## src/rtl/vector_alu_pkg.sv

```systemverilog
// Shared opcode encoding for the vector ALU and its lanes.
package vector_alu_pkg;

  localparam int ALU_OP_W = 3;

  typedef enum logic [ALU_OP_W-1:0] {
    OP_ZERO = 3'b000,
    OP_XOR  = 3'b001,
    OP_ADD  = 3'b010,
    OP_SUB  = 3'b011,
    OP_MUL  = 3'b100,
    OP_SHR  = 3'b101,
    OP_SHL  = 3'b110,
    OP_INC  = 3'b111
  } alu_op_t;

endpackage

```

## src/rtl/vector_alu_if.sv

```systemverilog
// Valid/ready operand and result bundle between operand fetch and writeback.
interface vector_alu_if
  import vector_alu_pkg::*;
#(
  parameter int dataSize  = 8,
  parameter int laneCount = 4
);
  logic                          in_valid;
  logic                          in_ready;
  logic [ALU_OP_W-1:0]           operation_select;
  logic                          saturate;
  logic [laneCount-1:0]          lane_mask;
  logic [laneCount*dataSize-1:0] operand1;
  logic [laneCount*dataSize-1:0] operand2;
  logic                          out_valid;
  logic                          out_ready;
  logic [laneCount*dataSize-1:0] result;
  logic [laneCount-1:0]          neg_flags;
  logic [laneCount-1:0]          zero_flags;
  logic                          all_zero;

  modport master (
    output in_valid, operation_select, saturate, lane_mask, operand1, operand2, out_ready,
    input  in_ready, out_valid, result, neg_flags, zero_flags, all_zero
  );

  modport slave (
    input  in_valid, operation_select, saturate, lane_mask, operand1, operand2, out_ready,
    output in_ready, out_valid, result, neg_flags, zero_flags, all_zero
  );
endinterface

```

## src/rtl/alu_lane.sv

```systemverilog
// One combinational ALU lane: operation, optional signed saturation, mask passthrough, flags.
module alu_lane
  import vector_alu_pkg::*;
#(
  parameter int dataSize = 8
) (
  input  alu_op_t               op,
  input  logic                  sat,
  input  logic                  en,
  input  logic [dataSize-1:0]   a,
  input  logic [dataSize-1:0]   b,
  output logic [dataSize-1:0]   res,
  output logic                  neg,
  output logic                  zero
);
  localparam int W = dataSize;
  localparam logic [W-1:0]      SHIFT_LIM = W'(W);
  localparam logic signed [W:0] ONE_EXT   = (W+1)'(1);

  // The sign-extended sum carries one guard bit; a disagreement with the top
  // result bit marks signed overflow and the guard bit gives its direction.
  function automatic logic [W-1:0] sat_fit(input logic signed [W:0] s, input logic sat_en);
    if (sat_en && (s[W] != s[W-1]))
      return s[W] ? {1'b1, {(W-1){1'b0}}} : {1'b0, {(W-1){1'b1}}};
    return s[W-1:0];
  endfunction

  logic signed [W:0] a_ext;
  logic signed [W:0] b_ext;
  logic [W-1:0]      op_res;

  always_comb begin
    a_ext  = signed'({a[W-1], a});
    b_ext  = signed'({b[W-1], b});
    op_res = '0;
    case (op)
      OP_ZERO: op_res = '0;
      OP_XOR:  op_res = a ^ b;
      OP_ADD:  op_res = sat_fit(a_ext + b_ext, sat);
      OP_SUB:  op_res = sat_fit(a_ext - b_ext, sat);
      OP_MUL:  op_res = a * b;
      OP_SHR:  op_res = (b >= SHIFT_LIM) ? '0 : (a >> b);
      OP_SHL:  op_res = (b >= SHIFT_LIM) ? '0 : (a << b);
      OP_INC:  op_res = sat_fit(a_ext + ONE_EXT, sat);
      default: op_res = '0;
    endcase
    res  = en ? op_res : a;
    zero = en && (op_res == '0);
    neg  = en && (a[W-1] != op_res[W-1]) && (op_res != '0);
  end
endmodule

```

## src/rtl/vector_alu.sv

```systemverilog
// Two-stage vector ALU: S1 captures the accepted operation, S2 holds lane results and flags.
module vector_alu
  import vector_alu_pkg::*;
#(
  parameter int dataSize  = 8,
  parameter int laneCount = 4
) (
  input  logic        clk,
  input  logic        rst,
  vector_alu_if.slave bus
);
  localparam int VW = laneCount * dataSize;

  logic                 adv;
  logic                 vld_p1_q, vld_p1_d;
  alu_op_t              op_p1_q, op_p1_d;
  logic                 sat_p1_q, sat_p1_d;
  logic [laneCount-1:0] mask_p1_q, mask_p1_d;
  logic [VW-1:0]        op1_p1_q, op1_p1_d;
  logic [VW-1:0]        op2_p1_q, op2_p1_d;

  logic                 vld_p2_q, vld_p2_d;
  logic [VW-1:0]        res_p2_q, res_p2_d;
  logic [laneCount-1:0] neg_p2_q, neg_p2_d;
  logic [laneCount-1:0] zero_p2_q, zero_p2_d;
  logic                 allz_p2_q, allz_p2_d;

  logic [VW-1:0]        lane_res;
  logic [laneCount-1:0] lane_neg;
  logic [laneCount-1:0] lane_zero;
  logic                 lane_allz;

  // ---- S1 -> S2 compute ----
  for (genvar i = 0; i < laneCount; i++) begin : g_lane
    alu_lane #(.dataSize(dataSize)) u_lane (
      .op   (op_p1_q),
      .sat  (sat_p1_q),
      .en   (mask_p1_q[i]),
      .a    (op1_p1_q[i*dataSize +: dataSize]),
      .b    (op2_p1_q[i*dataSize +: dataSize]),
      .res  (lane_res[i*dataSize +: dataSize]),
      .neg  (lane_neg[i]),
      .zero (lane_zero[i])
    );
  end

  // Masked lanes count as "zero" for the AND; an all-masked vector reports 0.
  assign lane_allz = (|mask_p1_q) && (&(lane_zero | ~mask_p1_q));

  assign adv          = !vld_p2_q || bus.out_ready;
  assign bus.in_ready = adv;

  always_comb begin
    vld_p1_d  = vld_p1_q;
    op_p1_d   = op_p1_q;
    sat_p1_d  = sat_p1_q;
    mask_p1_d = mask_p1_q;
    op1_p1_d  = op1_p1_q;
    op2_p1_d  = op2_p1_q;
    vld_p2_d  = vld_p2_q;
    res_p2_d  = res_p2_q;
    neg_p2_d  = neg_p2_q;
    zero_p2_d = zero_p2_q;
    allz_p2_d = allz_p2_q;
    if (adv) begin
      vld_p1_d = bus.in_valid;
      if (bus.in_valid) begin
        op_p1_d   = alu_op_t'(bus.operation_select);
        sat_p1_d  = bus.saturate;
        mask_p1_d = bus.lane_mask;
        op1_p1_d  = bus.operand1;
        op2_p1_d  = bus.operand2;
      end
      vld_p2_d = vld_p1_q;
      if (vld_p1_q) begin
        res_p2_d  = lane_res;
        neg_p2_d  = lane_neg;
        zero_p2_d = lane_zero;
        allz_p2_d = lane_allz;
      end
    end
  end

  // ---- input -> S1 ----
  always_ff @(posedge clk) begin
    op_p1_q   <= op_p1_d;
    sat_p1_q  <= sat_p1_d;
    mask_p1_q <= mask_p1_d;
    op1_p1_q  <= op1_p1_d;
    op2_p1_q  <= op2_p1_d;
  end

  // ---- valids and S2 outputs ----
  always_ff @(posedge clk) begin
    if (rst) begin
      vld_p1_q  <= 1'b0;
      vld_p2_q  <= 1'b0;
      res_p2_q  <= '0;
      neg_p2_q  <= '0;
      zero_p2_q <= '0;
      allz_p2_q <= 1'b0;
    end else begin
      vld_p1_q  <= vld_p1_d;
      vld_p2_q  <= vld_p2_d;
      res_p2_q  <= res_p2_d;
      neg_p2_q  <= neg_p2_d;
      zero_p2_q <= zero_p2_d;
      allz_p2_q <= allz_p2_d;
    end
  end

  assign bus.out_valid  = vld_p2_q;
  assign bus.result     = res_p2_q;
  assign bus.neg_flags  = neg_p2_q;
  assign bus.zero_flags = zero_p2_q;
  assign bus.all_zero   = allz_p2_q;
endmodule

```

## src/flat_wrapper.sv

```systemverilog
// flat-port wrapper written by rule: the top's interface ports become plain ports
module vector_alu_flat import vector_alu_pkg::*;
#(
  parameter int dataSize  = 8,
  parameter int laneCount = 4
)
  (clk, rst, bus_in_valid, bus_operation_select, bus_saturate, bus_lane_mask, bus_operand1, bus_operand2, bus_out_ready, bus_in_ready, bus_out_valid, bus_result, bus_neg_flags, bus_zero_flags, bus_all_zero);
  vector_alu_if #(.dataSize(dataSize), .laneCount(laneCount)) bus_i ();
  input  logic clk;
  input  logic rst;
  input wire logic [$bits(bus_i.in_valid)-1:0] bus_in_valid;
  input wire logic [$bits(bus_i.operation_select)-1:0] bus_operation_select;
  input wire logic [$bits(bus_i.saturate)-1:0] bus_saturate;
  input wire logic [$bits(bus_i.lane_mask)-1:0] bus_lane_mask;
  input wire logic [$bits(bus_i.operand1)-1:0] bus_operand1;
  input wire logic [$bits(bus_i.operand2)-1:0] bus_operand2;
  input wire logic [$bits(bus_i.out_ready)-1:0] bus_out_ready;
  output wire logic [$bits(bus_i.in_ready)-1:0] bus_in_ready;
  output wire logic [$bits(bus_i.out_valid)-1:0] bus_out_valid;
  output wire logic [$bits(bus_i.result)-1:0] bus_result;
  output wire logic [$bits(bus_i.neg_flags)-1:0] bus_neg_flags;
  output wire logic [$bits(bus_i.zero_flags)-1:0] bus_zero_flags;
  output wire logic [$bits(bus_i.all_zero)-1:0] bus_all_zero;
  assign bus_i.in_valid = bus_in_valid;
  assign bus_i.operation_select = bus_operation_select;
  assign bus_i.saturate = bus_saturate;
  assign bus_i.lane_mask = bus_lane_mask;
  assign bus_i.operand1 = bus_operand1;
  assign bus_i.operand2 = bus_operand2;
  assign bus_i.out_ready = bus_out_ready;
  assign bus_in_ready = bus_i.in_ready;
  assign bus_out_valid = bus_i.out_valid;
  assign bus_result = bus_i.result;
  assign bus_neg_flags = bus_i.neg_flags;
  assign bus_zero_flags = bus_i.zero_flags;
  assign bus_all_zero = bus_i.all_zero;
  vector_alu #(.dataSize(dataSize), .laneCount(laneCount)) u_core (.clk(clk), .rst(rst), .bus(bus_i));
endmodule
```

## config.mk

```make
export PLATFORM = sky130hd
export DESIGN_NAME = vector_alu_flat
export DESIGN_NICKNAME = d
export VERILOG_FILES = /design/src/rtl/vector_alu_pkg.sv /design/src/rtl/vector_alu_if.sv /design/src/rtl/alu_lane.sv /design/src/rtl/vector_alu.sv /design/src/flat_wrapper.sv
export SDC_FILE = /design/constraint.sdc
export NUM_CORES = 1
export LEC_CHECK = 0
export ABC_AREA = 1
export ABC_CLOCK_PERIOD_IN_PS = 4600
export BUFFER_PORTS_ARGS = -buffer_cell sky130_fd_sc_hd__buf_2
export CAP_MARGIN = 25
export CORE_MARGIN = 2
export CORE_UTILIZATION = 48
export CTS_CLUSTER_DIAMETER = 50
export DETAILED_ROUTE_END_ITERATION = 12
export PLACE_DENSITY = 0.76
export SETUP_SLACK_MARGIN = 0.15
export SYNTH_ARGS = -nofsm -noshare
export SYNTH_HDL_FRONTEND = slang
export SYNTH_SLANG_ARGS = --single-unit
```

## constraint.sdc

```tcl
create_clock -name clk -period 4.6 [get_ports clk]
set_clock_uncertainty 0.2 [all_clocks]
set_input_delay 0.92 -clock clk [delete_from_list [all_inputs] [get_ports clk]]
set_output_delay 0.92 -clock clk [all_outputs]
set_load 0.01 [all_outputs]
```

==> qor.yml <==
status: "finished clean"
clockBufferDepth: 2
hold_viol_final: 0
max_freq_mhz: 219
cp_slowest_stage_delay_ps: 500
critical_path_class: "reg -> reg"
placed_cells: 3078
design_area_um2: 18800
clk_latency_ps: 450
postCtsHoldBufs: 0
hp-class: "reg -> reg"
async_flop_share: 0
finalCriticalPeriod_ps: 4570
yosys_warnings: 0
dpl_cell_area_um2: 17400
synth_area_leaders: "nand2_1 (18%), edfxtp_1 (14%), ha_1 (10%), inv_1 (8.1%), nand3_1 (7.5%)"
cts.htree.levels: 4
synthTopCellsByCount: "nand2_1 (774), inv_1 (343), nand3_1 (239)"
utilization: 0.578
dr_wl_met3_mm: 4.23
r2r-start: "u_core.op2_p1_q[27]$_DFFE_PP_"
grt_pass1_wl_mm: 82.6
synth_enable_flop_cells: 72
synth_top_area_share: 0.183
cts-root-buf: "clkbuf_16"
start_util: 0.489
dpl.hpwl_mm: 40.0
num-nets-final: 2966
worst-endpoint-arrival_ps: 4750
drive_gt1_frac: 0.188
highest_layer: "met4"
die_w_um: 186
setup_tns_ps: 0
drt_iter0_markers: 1430
max_cap_violations: 0
finalSetupViolCount: 0
synthFlopType: "edfxtp_1"
grt-ovfl-total: 0
viasPerCell: 5.52
end_kind: "flip-flop"
post-synth-top-count-cell: "nand2_1"
synth_fp_nets: 2774
p_leak_nw: 9.86
seq_area_frac_synth: 0.190
clock_sinks: 115
ant_nets: 0
syn-cell-area_um2: 15900
remaining_drc_errors: 0
dieHeight_um: 186
slew_headroom: 0.375
rsz0062_at_grt: "true"
grt_pass1_vias: 16300
place_congestion: 1.01
slew_violations: 0
die_area_um2: 34600
drt-total-wl_mm: 53.3
grt_antenna_before_repair: 0
power_density_nw_per_um2: 272
ys_ff_latch: 115
groute.usage.overall: 0.305
synth_cell_type_count: 53
clk_pin_slew_ps: 70
yosys.area.top_type: "nand2_1"
cts_tree: "yes"
grt_max_degree: 73
power_mw: 5.11
avgSynthCellArea_um2: 6.33
wl_met1_mm: 22.1
cp-start-kind: "flip-flop"
io_pins: 119
period_share: 0.994
wl_met2_mm: 24.8
cts_made_buffers: 17
tightest_slew_ps: 938
cpMostUsedCell: "nand2_1"
antennaDiodeCount: 0
final_cells: 3157
wl_per_cell_um: 16.9
required_ps: 4780
crit_fanout: 4
placementRows: 66
postSynthCellCount: 2510
hp-start: "u_core.bus.result[4]$_SDFFE_PP0P_"
io_buffers: 118
critPathLaunch: "u_core.op2_p1_q[27]$_DFFE_PP_"
dr_total_vias: 17400
slowest_stage: "fa_1"
areaGrowthSynthToFinish_pct: 18.3
core-area_um2: 32500
first_pass_iters: 7
ir_drop_mv: 0.285
[power by group]
part / internal [mW] / switching [mW] / total, mW
combinational: 0.969 / 1.48 / 2.45
clock: 0.858 / 0.566 / 1.42
sequential: 1.17 / 0.0665 / 1.23
[area by class of cell]
cell class / instances / area, um^2
Sequential cell: 115 / 3020
Clock buffer: 18 / 429
Inverter: 378 / 1420
Timing Repair Buffer: 276 / 1830
Fill cell: 3119 / 13700
Multi-Input combinational cell: 1914 / 11400
Tap cell: 442 / 553
Clock inverter: 14 / 178
[cell usage in the layout, fill, tap and decap left out, types with 6 or more instances in the layout]
cell / synthesis / layout
nand3_1: 239 / 227
dfxtp_1: 43 / 43
xor2_1: 63 / 63
fa_1: 56 / 42
clkbuf_16: 0 / 17
inv_1: 343 / 319
nor3_1: 12 / 11
nand3_2: 9 / 21
nor2_2: 15 / 25
nand3b_1: 8 / 8
o21bai_1: 7 / 7
o21ai_0: 85 / 73
buf_2: 47 / 118
buf_6: 5 / 11
ha_4: 0 / 19
a21oi_2: 7 / 11
edfxtp_1: 72 / 72
o211ai_1: 23 / 23
nand2_2: 13 / 25
ha_1: 132 / 104
a21oi_1: 153 / 148
nor3_2: 5 / 6
ha_2: 0 / 9
nor2_1: 186 / 175
buf_4: 18 / 146
xnor2_1: 24 / 24
nand4_1: 38 / 38
nand2_1: 774 / 762
inv_2: 31 / 55
fa_2: 0 / 14
o21ai_1: 28 / 38
[routing by layer]
layer  vias up  GRT usage
met1      7995      0.394
met5         -          0
met2       858      0.510
met4         0      0.129
met3       168     0.0401
li1       8398          -
[critical path: cells and delay by family, from the launching register on]
family	cells	cell delay (ps)
adder cells (fa/ha/maj)	5	2070
flip-flops	1	400
AND/OR/NAND/NOR	15	1410
AO/OA/AOI/OAI	2	170
buffers and inverters	4	270
[path summary, 6_finish.rpt]
kind	end	slack, ps	cells past startpoint
max	u_core.bus.all_zero$_SDFFE_PP0P_	30	26
min	u_core.bus.result[4]$_SDFFE_PP0P_	260	2
max reg2reg	u_core.bus.all_zero$_SDFFE_PP0P_	30	26
min reg2reg	u_core.bus.result[4]$_SDFFE_PP0P_	260	2
[cell families (layout without fill, tap and decap cells)]
group / Yosys count / count (layout) / share of synthesized area
flip-flops: 115 / 115 / 0.190
adder cells (fa/ha/maj): 188 / 188 / 0.174
AO/OA/AOI/OAI: 322 / 322 / 0.111
XOR/XNOR: 87 / 87 / 0.0479
AND/OR/NAND/NOR: 1317 / 1317 / 0.353
buffers and inverters: 481 / 686 / 0.124
[timing repair]
item / 4_1_cts / 5_1_grt
pin swaps: 54 / 56
endpoints found under the setup margin: 16 / 22
gates resized for setup: 57 / 74
buffers inserted: 26 / 21
[per-stage QoR]
stage | setup WS (ps) | hold WS [ps]
4_1_cts | 105 | 263
3_5_place_dp | -121 | 252
3_3_place_gp | 11.7 | 249
6_report | 27.8 | 260
2_1_floorplan | 159 | 243
5_1_grt | -257 | 272
[flip-flops by register name (all words and copies together) (netlist names), 3 cells and up]
register               count
u_core.bus.result         32
u_core.op1_p1_q           32
u_core.op2_p1_q           32
u_core.bus.neg_flags       4
u_core.bus.zero_flags      4
u_core.mask_p1_q           4
u_core.op_p1_q             3
(Power assumes the default switching activity.)
